===== config.mk =====
export PLATFORM = sky130hd
export DESIGN_NAME = seq_restoring_divider
export DESIGN_NICKNAME = d
export VERILOG_FILES = /design/src/rtl/seq_restoring_divider.sv
export SDC_FILE = /design/constraint.sdc
export NUM_CORES = 1
export LEC_CHECK = 0
export ABC_AREA = 1
export CAP_MARGIN = 10
export CORE_MARGIN = 5
export CORE_UTILIZATION = 50
export DETAILED_ROUTE_END_ITERATION = 10
export PLACE_DENSITY_LB_ADDON = 0.08
export SYNTH_ARGS = -nofsm -noshare
export SYNTH_HDL_FRONTEND = slang
export SYNTH_SLANG_ARGS = --single-unit

===== constraint.sdc =====
create_clock -name clk -period 5.3 [get_ports clk]
set_clock_uncertainty 0.15 [all_clocks]
set_input_delay 1.06 -clock clk [delete_from_list [all_inputs] [get_ports clk]]
set_output_delay 1.06 -clock clk [all_outputs]
set_load 0.01 [all_outputs]

===== src/rtl/seq_restoring_divider.sv =====
// Multi-cycle unsigned restoring divider: one quotient bit per clock, start/done handshake.
// Optional macro DIV_ZERO_TRAP_EN short-circuits a zero divisor to a one-cycle result with div_by_zero set.
module seq_restoring_divider #(
    parameter int unsigned WIDTH = 4
) (
    input  logic             clk,
    input  logic             rst,
    input  logic             start,
    input  logic [WIDTH-1:0] dividend,
    input  logic [WIDTH-1:0] divisor,
    output logic             busy,
    output logic             done,
    output logic [WIDTH-1:0] quotient,
    output logic [WIDTH-1:0] remainder,
    output logic             div_by_zero
);

    localparam int unsigned CNT_W = $clog2(WIDTH);
    localparam logic [CNT_W-1:0] LAST_CNT = CNT_W'(WIDTH - 1);

    typedef enum logic {
        IDLE,
        RUN
    } state_t;

    state_t           state_q;
    logic [WIDTH-1:0] q_q;
    logic [WIDTH-1:0] r_q;
    logic [WIDTH-1:0] d_q;
    logic [CNT_W-1:0] count_q;

    logic [WIDTH:0]   r_shift;
    logic [WIDTH:0]   trial;
    logic [WIDTH-1:0] q_d;
    logic [WIDTH-1:0] r_d;

    // The partial remainder always stays below the divisor, so WIDTH bits hold it;
    // the trial subtraction carries the extra bit whose sign selects restore.
    always_comb begin
        r_shift = {r_q, q_q[WIDTH-1]};
        trial   = r_shift - {1'b0, d_q};
        q_d     = {q_q[WIDTH-2:0], ~trial[WIDTH]};
        r_d     = trial[WIDTH] ? r_shift[WIDTH-1:0] : trial[WIDTH-1:0];
    end

    always_ff @(posedge clk or posedge rst) begin
        if (rst) begin
            state_q     <= IDLE;
            q_q         <= '0;
            r_q         <= '0;
            d_q         <= '0;
            count_q     <= '0;
            busy        <= 1'b0;
            done        <= 1'b0;
            quotient    <= '0;
            remainder   <= '0;
`ifdef DIV_ZERO_TRAP_EN
            div_by_zero <= 1'b0;
`endif
        end else begin
            done <= 1'b0;
            case (state_q)
                IDLE: begin
                    if (start) begin
                        q_q     <= dividend;
                        r_q     <= '0;
                        d_q     <= divisor;
                        count_q <= '0;
`ifdef DIV_ZERO_TRAP_EN
                        if (divisor == '0) begin
                            quotient    <= '1;
                            remainder   <= dividend;
                            div_by_zero <= 1'b1;
                            done        <= 1'b1;
                        end else begin
                            div_by_zero <= 1'b0;
                            state_q     <= RUN;
                            busy        <= 1'b1;
                        end
`else
                        state_q <= RUN;
                        busy    <= 1'b1;
`endif
                    end
                end
                RUN: begin
                    q_q     <= q_d;
                    r_q     <= r_d;
                    count_q <= count_q + CNT_W'(1);
                    if (count_q == LAST_CNT) begin
                        state_q   <= IDLE;
                        busy      <= 1'b0;
                        done      <= 1'b1;
                        quotient  <= q_d;
                        remainder <= r_d;
                    end
                end
                default: state_q <= IDLE;
            endcase
        end
    end

`ifndef DIV_ZERO_TRAP_EN
    assign div_by_zero = 1'b0;
`endif

endmodule


# Word level (Yosys, flattened, before mapping)
# Cells that the tools add are included.
# W data, S select, Z words.
# word_totals
reg_bits	25
output_inout_bits	11
elab_cells	34
# op_classes
addsub	2
eq_ne	3
n_mux	15
bitwise_logic	2
reduce_logical	3
# ops
operator	n
$pmux W4 S2	2
$mux W4	3
$mux W1	6
$reduce_and A2 Y1	3
$sub A5 B4 Y5	1
$pmux W1 S2	2
$pmux W2 S2	1
$add A2 B1 Y2 const B	1
$eq A2 B2 Y1 const B	1
$mux W2	1
$ne A2 B1 Y1 const B	1
$ne A2 B2 Y1 const B	1
$not A1 Y1	2

# Depth between registers and ports, before layout
# Gate-level depths: netlist (run 1).
# depth
depth_word	3
mapped_depth	13
mapped_depth_nobuf	13

# Worst setup path before layout (run 1)
# Ideal clock, no wire load.
# synth_path
path_kind	register to register
from	reg q_q[3]
to	reg r_q[3]
setup_ns	0.117
arrival_ns	1.538
t_required_ns	5.033
slack_ns	3.496
stages_incl_launch_ff	13
n_path_buf	0
cell_sequence	dfrtp_1 > inv_1 > ha_1 > inv_1 > fa_1 > nand2_1 > nand2_1 > nand3b_2 > nand2_4 > nand2_1 > nand2_1 > nand2_1 > nand2_1
# synth_between
elab_chain_cells	3
# synth_lines
item	line	source
start, declared	27	logic [WIDTH-1:0] q_q;
start signal, assigned	65	q_q <= dividend;
start signal, assigned	87	q_q <= q_d;
$sub A5 B4 Y5	41	trial = r_shift - {1'b0, d_q};
$mux W4	43	r_d = trial[WIDTH] ? r_shift[WIDTH-1:0] : trial[WIDTH-1:0];
$pmux W4 S2	62	case (state_q)
end signal, assigned	88	r_q <= r_d;
end, declared	28	logic [WIDTH-1:0] r_q;
# Every way passes these cells.
# A chain may end at the register's enable or synchronous reset.

# Worst setup path in the final report (run 1)
# layout_path
from	reg remainder[0]
to	out remainder[0]
# layout_rtl
item	line	source
start, declared	14	output logic [WIDTH-1:0] remainder,
start signal, assigned	95	remainder <= r_d;
# No word-level cell between the ends.

==> results.md, run 1 <==
* Arrival time worst endpoint at 1.22 ns
* Status: completed
* Post-layout min period at 2.434 ns
* Area of the multi-input gates at 499.2 um2
* Crit-path leading delay family: buffers and inverters
* Die area at 0.003462 mm2
* Routed Antenna Nets at 0
* CP Max Fanout at 2
* Via-per-instance ratio at 4.963
* Cell type with the largest total area after synthesis: dfrtp_1
* Initial antenna violation count at 0
* Fin area at between 0.001 and 0.0015 mm2
* Most frequent cells in the layout: 61 x nand2_1, 25 x dfrtp_1, 20 x clkdlybuf4s50_1
* I/O Buffers at 20
* HPWL Detailed at around 1700 um
* Die width at roughly 60 um
* Clock Sinks at 25
* DR vias at between 900 and 1000
* Routability congestion estimate at 0.8394
* Worst path cell trace: clkdlybuf4s50_1
* CP peak stage delay at between 0.5 and 0.6 ns
* Netlist cell types at 21
* Startpoint types: flip-flop
* # hold bufs at CTS at 0
* Clock latency on the worst-skew pair at 0.31 ns
* Max rail drop VDD at 363.6 uV
* Clock root buffer: clkbuf_4
* Syn nets at 158
* Diodes inserted at 0
* Crit. End Element: primary output
* Largest net degree at the start of global routing at 26
* Final Hold Fails at 0
* Avg WL per Cell at 12.20 um
* Rows at 17
* Placed Area at 0.001401 mm2
* RSZ-0062 raised after global routing: false
* Io pins at 22
* Commonest non-fill, non-tap cell in the layout: nand2_1
* Top cells by area, synth: dfrtp_1 52%, nand2_1 19%, nand3_1 5.5%
* Fill cells at 217
* Mapped Area at 0.001192 mm2
* GRT Total Usage at 15.63%
* Hold Slack at 0.3446 ns
* Htree depth at 1
* Dpl cells at 184
* Total Wirelength at 2294 um
* Final Power at 959.6 uW
* Synth Warn # at 0
* Global route total overflow at 0
* Drt first pass iters at 4
* Period utilization at 45.92%
* Maximum clock path buffer count at 2
* Vias in the first global route at ~900
* Relative slew slack at 38.09%
* FF/Latch Area at 625.6 um2
* Syn-to-layout area delta at 19.73%
* Syn_area_per_cell at 8.457 um2
* First DRT Iteration DRCs at 18
* CP required at 4.09 ns
* Register area share after synthesis at between 50% and 60%
* DR DRC count at 0
* Number of synthesized register bits at 25
* Resized cells post-CTS at 0
* Die span in y at about 59 um
* Worst Hold Class: flip-flop to flip-flop
* Final cell count without fillers at 188
* Share of the synthesized area in the top cell type at 52.47%
* First-pass GRT wire length at 4140 um
* Setup bufs post-CTS at 0
* Nets at ~180
* Core Region at 0.002255 mm2
* CTS buffer count at 3
* Synth Instances at 141
* Initial core utilization at 52.89%
* Critical path class: flip-flop to primary output
* Max Cap Violations at 0
* Slowest CP cell: clkdlybuf4s50_1
* CP Buf/Inv Count at 1
* Slew @ Worst Pin at 0.9277 ns
* Layout cells sized above 1 at 3.750%
* CTS tree: yes
* Fmax at 410.9 MHz
* Power Density at 672.1 mW/mm2
* Max Slew Vio Count at 0
* Fin Setup TNS at 0 ns
* Leakage at 0.7402 nW
* Worst-path clk slew at 0.13 ns
* # setup viols final at 0
## routing by layer
layer  up-vias  wire length (um)  global-route usage, %
li1        480                 -                      -
met1       435              1067                  21.53
met2        16              1114                  24.61
met3         2                97                  4.605
met4         0                14                  2.913
met5         -                 0                      0
## stage by stage
| stage | setup WS (ns) | utilization, % |
|---|---|---|
| final | 2.866 | 63.32 |
| after global routing | 2.795 | 63.32 |
| after CTS | 2.843 | 63.32 |
| after detailed placement | 2.852 | 62.15 |
| after global placement | 2.881 | 62.15 |
| after floorplan | 3.496 | - |
## cells by family (layout without fill, tap and decap cells)
logic type | after synthesis | in the layout | synth area share [%]
simple gates | 85 | 85 | 30.43
flops | 25 | 25 | 52.47
buf+inv | 16 | 35 | 5.666
compound gates | 7 | 7 | 3.463
fa+ha+maj | 6 | 6 | 6.926
other cells | 1 | 1 | 0.3145
xor+xnor | 1 | 1 | 0.7347
## final cells by class
| cell class | instances | area share (%) |
|---|---|---|
| clock buffer | 4 | 1.840 |
| multi-input combinational | 100 | 34.97 |
| sequential | 25 | 43.82 |
| tap | 28 | 2.454 |
| timing repair buffer | 20 | 14.02 |
| inverter | 11 | 2.892 |
## sequential cells by signal (all words and copies together), names as in the netlist
| register | flops |
|---|---|
| done | 1 |
| q_q | 4 |
| remainder | 4 |
| r_q | 4 |
| busy | 1 |
| quotient | 4 |
| d_q | 4 |
| state_q | 1 |
| count_q | 2 |
## path summary, 6_finish.rpt
kind                         startpoint      endpoint  slack, ns  cells after the start
min in group asynchronous           rst        q_q[1]       1.10                      2
max                        remainder[0]  remainder[0]       2.87                      1
min                         quotient[3]   quotient[3]       0.34                      2
max reg2reg                      q_q[3]        r_q[2]       3.26                     12
max in group asynchronous           rst        q_q[2]       3.34                      2
min reg2reg                 quotient[3]   quotient[3]       0.34                      2
## power by group
part | internal [mW] | total [mW] | switching (mW)
Combinational | 0.229 | 0.532 | 0.303
Clock | 0.0294 | 0.0814 | 0.0520
Sequential | 0.283 | 0.346 | 0.0623
Total | 0.542 | 0.960 | 0.418
## cell usage after synthesis
library cell and instances:
fa_1 1, dfrtp_1 25, nor2_1 5, a22oi_1 1, nand3b_1 2, buf_2 3
conb_1 1, clkbuf_1 1, or2_1 1, ha_1 5, inv_1 11, a22o_1 1
a21oi_1 1, nand3b_2 1, buf_4 1, nand2_4 1, nand3_1 13, xnor2_1 1
o21ai_0 4, nand2_2 1, nand2_1 61
(Power assumes the default switching activity.)
==> inputs of run 2 (changes only) <==
==> constraint.sdc (replaced) <==
create_clock -name clk -period 2.5 [get_ports clk]
set_clock_uncertainty 0.15 [all_clocks]
set_input_delay 0.5 -clock clk [delete_from_list [all_inputs] [get_ports clk]]
set_output_delay 0.5 -clock clk [all_outputs]
set_load 0.01 [all_outputs]
==> run 2 against run 1 <==
- sequential share of layout area is 0.57 points lower
- cell count grew 1.1%
- combinational power up 110%
- register-to-register slack got worse by 2.8 ns
- first-iteration DRC count decreased by 44%
- hold slack improved by 0.00078 ns
- global-route usage down 0.82 points
- critical path type is now flip-flop to flip-flop
==> results.md, run 2 (synthesis results as in run 1) <==
* Fin area at 0.001446 mm2 (+1.3%)
* CP required at 2.58 ns (-1.51 ns)
* Critical path class: flip-flop to flip-flop
* CTS buffer count at 3 (unchanged)
* Fmax at slightly below 500 MHz
* Arrival time worst endpoint at 2.10 ns (+0.88 ns)
* Io pins at 22 (unchanged)
* Htree depth at 1 (unchanged)
* Clock root buffer: clkbuf_4
* DR vias at 969 (+3.9%)
* CP Max Fanout at 6 (+4)
* Routed Antenna Nets at 0 (unchanged)
* Maximum clock path buffer count at 2 (unchanged)
* Startpoint types: flip-flop
* Clock Sinks at 25 (unchanged)
* Max Slew Vio Count at 0 (unchanged)
* Status: completed
* Leakage at 0.7493 nW (+1.2%)
* Drt first pass iters at 4 (unchanged)
* Worst-path clk slew at 0.15 ns (+0.02 ns)
* Vias in the first global route at 898 (+0.22%)
* Die span in y at 58.84 um (unchanged)
* Max rail drop VDD at 637.7 uV (+75%)
* Hold Slack at 0.3454 ns (+0.0007820 ns)
* Via-per-instance ratio at 5.100 (+2.8%)
* Final Util at 64.15% (+0.83 points)
* DR DRC count at 0 (unchanged)
* Resized cells post-CTS at 0 (unchanged)
* First DRT Iteration DRCs at 10 (-8)
* Period utilization at 81.12%
* Commonest non-fill, non-tap cell in the layout: nand2_1
* Syn-to-layout area delta at 21.30%
* Setup bufs post-CTS at 0 (unchanged)
* Initial antenna violation count at 0 (unchanged)
* Total Wirelength at 2339 um (+2.0%)
* Fill cells at 206 (-5.1%)
* Largest net degree at the start of global routing at 26 (unchanged)
* # setup viols final at 0 (unchanged)
* HPWL Detailed at 1761 um (+1.1%)
* Global route total overflow at 0 (unchanged)
* Final Hold Fails at 0 (unchanged)
* Most frequent cells in the layout: 61 x nand2_1, 25 x dfrtp_1, 20 x clkdlybuf4s50_1
* I/O Buffers at 20 (unchanged)
* Initial core utilization at 52.89% (unchanged)
* Post-layout min period at 2.028 ns
* Routability congestion estimate at 0.8612 (+2.6%)
* Worst Hold Class: primary input to asynchronous set/reset pin
* Layout cells sized above 1 at 5.556% (+1.8 points)
* Crit. End Element: flip-flop
* Rows at 17 (unchanged)
* First-pass GRT wire length at 4002 um (-3.3%)
* Die area at 0.003462 mm2 (unchanged)
* Placed Area at 0.001416 mm2 (+1.1%)
* RSZ-0062 raised after global routing: false
* Core Region at 0.002255 mm2 (unchanged)
* Max Cap Violations at 0 (unchanged)
* Diodes inserted at 0 (unchanged)
* Fin Setup TNS at 0 ns (unchanged)
* Clock latency on the worst-skew pair at 0.32 ns (about the same)
* # hold bufs at CTS at 0 (unchanged)
* Die width at 58.84 um (unchanged)
* Power Density at 1419 mW/mm2 (+110%)
* CTS tree: yes
* Nets at 180 (+1.1%)
* Avg WL per Cell at 12.31 um (+0.89%)
* GRT Total Usage at 14.80% (-0.82 points)
[run 2: layout make-up]
| type | count | area [um2] | area share, % |
|---|---|---|---|
| Inverter | 11 | 41.29 | 2.855 |
| Clock buffer | 3 | 22.52 | 1.557 |
| Tap cell | 28 | 35.03 | 2.422 |
| Clock inverter | 1 | 7.507 | 0.5190 |
| Timing Repair Buffer | 22 | 215.2 | 14.88 |
| Sequential cell | 25 | 625.6 | 43.25 |
| Multi-Input combinational cell | 100 | 499.2 | 34.52 |
[run 2: worst paths after layout]
check                            startpoint           to  slack, ns  cells past startpoint
worst max-delay path                 q_q[3]       r_q[1]       0.47                     12
worst min-delay path                    rst         done       0.35                      3
worst max register to register       q_q[3]       r_q[1]       0.47                     12
worst min register to register  quotient[0]  quotient[0]       0.35                      2
max in group asynchronous               rst       r_q[0]       1.62                      3
min in group clk                quotient[0]  quotient[0]       0.35                      2
[run 2: stage by stage]
stage | std cells | total power [mW] | setup slack (ns)
2_1_floorplan | 141 | 1.527 | 0.6956
3_3_place_gp | 186 | 1.841 | 0.5948
3_5_place_dp | 186 | 1.877 | 0.5337
4_1_cts | 190 | 2.069 | 0.4809
5_1_grt | 190 | 2.257 | 0.3475
6_report | 190 | 2.053 | 0.4719
[run 2: routing by layer]
metal | global-route usage, % | part of all wire [%] | vias up
met5 | 0 | 0 | -
met4 | 5.178 | 1.1 | 0
met3 | 2.851 | 4.3 | 3
met2 | 24.29 | 49 | 22
met1 | 19.50 | 45 | 465
li1 | - | - | 479
[run 2: report_power, final]
| part | switching, mW | internal [mW] | total [mW] |
|---|---|---|---|
| combinational | 0.633 | 0.491 | 1.12 |
| sequential | 0.140 | 0.600 | 0.741 |
| clock | 0.127 | 0.0612 | 0.188 |
| total | 0.900 | 1.15 | 2.05 |
[run 2: critical path, stage by stage, from the launching register on]
cell and delay (ns):
dfrtp_1 0.40, inv_1 0.08, ha_1 0.15, inv_1 0.07, fa_1 0.40, nand2_1 0.09
nand2_1 0.09, nand2_1 0.08, nand2_2 0.09, nand2_4 0.10, nand2_1 0.07, nand3_1 0.08
nand2_1 0.06
==> inputs of run 3 (changes only) <==
==> constraint.sdc (replaced) <==
create_clock -name clk -period 1.9 [get_ports clk]
set_clock_uncertainty 0.15 [all_clocks]
set_input_delay 0.38 -clock clk [delete_from_list [all_inputs] [get_ports clk]]
set_output_delay 0.38 -clock clk [all_outputs]
set_load 0.01 [all_outputs]
==> run 3 against run 2 <==
- hold slack got worse by 0.11 ns
- sequential share of layout area fell by 2.9 points
- sequential power rose by 33%
- die area did not move
- the flow now finishes with violations (setup timing)
==> results.md, run 3 (synthesis results as in run 1) <==
* Status: complete, but fails checks
* Failing checks: setup timing
* CTS buffer count at 3 (unchanged)
* Io pins at 22 (unchanged)
* Die span in y at 58.84 um (unchanged)
* Fmax at 519.9 MHz (+5.4%)
* First DRT Iteration DRCs at 21 (+11)
* Post-layout min period at 1.923 ns (-0.1048 ns)
* Commonest non-fill, non-tap cell in the layout: nand2_1
* Rows at 17 (unchanged)
* First-pass GRT wire length at 4098 um (+2.4%)
* Critical path class: flip-flop to flip-flop
* Drt first pass iters at 4 (unchanged)
* Die width at 58.84 um (unchanged)
* Routed Antenna Nets at 0 (unchanged)
* CP Max Fanout at 2 (-4)
* Period utilization at 101.2% (+20 points)
* Vias in the first global route at 929 (+3.5%)
* Core Region at 0.002255 mm2 (unchanged)
* Largest net degree at the start of global routing at 26 (unchanged)
* Avg WL per Cell at 13.74 um (+12%)
* Nets at 184 (+2.2%)
* Final Util at 68.81% (+4.7 points)
* Setup WS post-layout at -0.02332 ns (-0.4952 ns)
* Max rail drop VDD at 1061 uV (+66%)
* Global route total overflow at 0 (unchanged)
* Clock root buffer: clkbuf_4
* Max Slew Vio Count at 0 (unchanged)
* Initial antenna violation count at 0 (unchanged)
* Fin area at 0.001551 mm2 (+7.3%)
* RSZ-0062 raised after global routing: true
* Most frequent cells in the layout: 53 x nand2_1, 25 x dfrtp_1, 20 x clkdlybuf4s50_1
* Maximum clock path buffer count at 2 (unchanged)
* DR DRC count at 0 (unchanged)
* Via-per-instance ratio at 5.206 (+2.1%)
* Die area at 0.003462 mm2 (unchanged)
* Routability congestion estimate at 0.8667 (+0.64%)
* DR vias at 1010 (+4.2%)
* Final Power at 3.205 mW (+56%)
* Total Wirelength at 2665 um (+14%)
* GRT Total Usage at 15.43% (+0.63 points)
* Arrival time worst endpoint at 2.00 ns (-0.10 ns)
* Placed Area at 0.001431 mm2 (+1.1%)
* Fill cells at 182 (-12%)
* Layout cells sized above 1 at 15.66% (+10 points)
* I/O Buffers at 20 (unchanged)
* Initial core utilization at 52.89% (unchanged)
* CP required at 1.98 ns (-0.60 ns)
* Final Hold Fails at 0 (unchanged)
* Leakage at 0.7971 nW (+6.4%)
* Hold Slack at 0.2383 ns (-0.1071 ns)
* Diodes inserted at 0 (unchanged)
* Clock Sinks at 25 (unchanged)
* Startpoint types: flip-flop
* Htree depth at 1 (unchanged)
* Syn-to-layout area delta at 30.12%
* # setup viols final at 2 (+2)
* CTS tree: yes
* Max Cap Violations at 0 (unchanged)
* HPWL Detailed at 1824 um (+3.6%)
* Clock latency on the worst-skew pair at 0.32 ns (about the same)
* Worst-path clk slew at 0.14 ns (about the same)
* Worst Hold Class: primary input to asynchronous set/reset pin
* Power Density at 2066 mW/mm2 (+46%)
* Crit. End Element: flip-flop
-- run 3: cell count changes in the layout (fill, tap and decap cells not counted), moves of 2 or more --
cell	before	now
inv_1	11	9
buf_4	2	6
nand2_4	1	4
inv_2	0	2
nand2_2	1	5
nand2_1	61	53
-- run 3: final timing paths --
check | slack [ns] | depth (start not counted) | end | from
worst max-delay path | -0.02 | 9 | r_q[2] | q_q[3]
worst max register to register | -0.02 | 9 | r_q[2] | q_q[3]
worst min register to register | 0.34 | 2 | quotient[2] | quotient[2]
max in group asynchronous | 1.13 | 3 | quotient[3] | rst
worst min-delay path | 0.24 | 3 | remainder[2] | rst
min in group clk | 0.34 | 2 | quotient[2] | quotient[2]
-- run 3: timing repair --
item	4_1_cts	5_1_grt
setup endpoints to repair	7	9
pin swaps	1	7
buffers inserted	0	2
endpoints found under the hold margin	0	0
gates resized for setup	4	16
hold buffers	0	0
-- run 3: metal layers --
layer	vias to the layer above	global-route usage [%]	part of all wire (%)
met3	7	1.974	5.4
met1	482	19.67	43
met5	-	0	0
met2	31	26.18	50
li1	490	-	-
met4	0	6.472	2.4
-- run 3: area by class of cell --
class                   count  area, um2  share of cell area (%)
inverters                  11      41.29                   2.661
clock inverters             1      5.005                  0.3226
flip-flops and latches     25      625.6                   40.32
repair buffers             26      245.2                   15.81
well taps                  28      35.03                   2.258
multi-input cells         100      576.8                   37.18
clock buffers               3      22.52                   1.452
-- run 3: through the flow --
stage | instances | TNS, ns | setup WS, ns
3_5_place_dp | 188 | -0.01403 | -0.007586
3_3_place_gp | 188 | 0 | 0.02903
5_1_grt | 194 | -0.5724 | -0.08300
6_report | 194 | -0.04011 | -0.02332
2_1_floorplan | 141 | 0 | 0.09561
4_1_cts | 192 | 0 | 0.008557
-- run 3: where the power goes --
group          switching [mW]  internal [mW]
sequential              0.197          0.790
combinational            1.12          0.857
clock                   0.162         0.0789
total                    1.48           1.73
-- run 3: critical path, stage by stage (launching register included) --
cell     delay (ns)
dfrtp_1        0.41
inv_2          0.08
ha_4           0.12
inv_2          0.04
fa_2           0.36
buf_4          0.14
xnor2_1        0.31
nand2_4        0.09
nand3_1        0.07
nand2_1        0.06
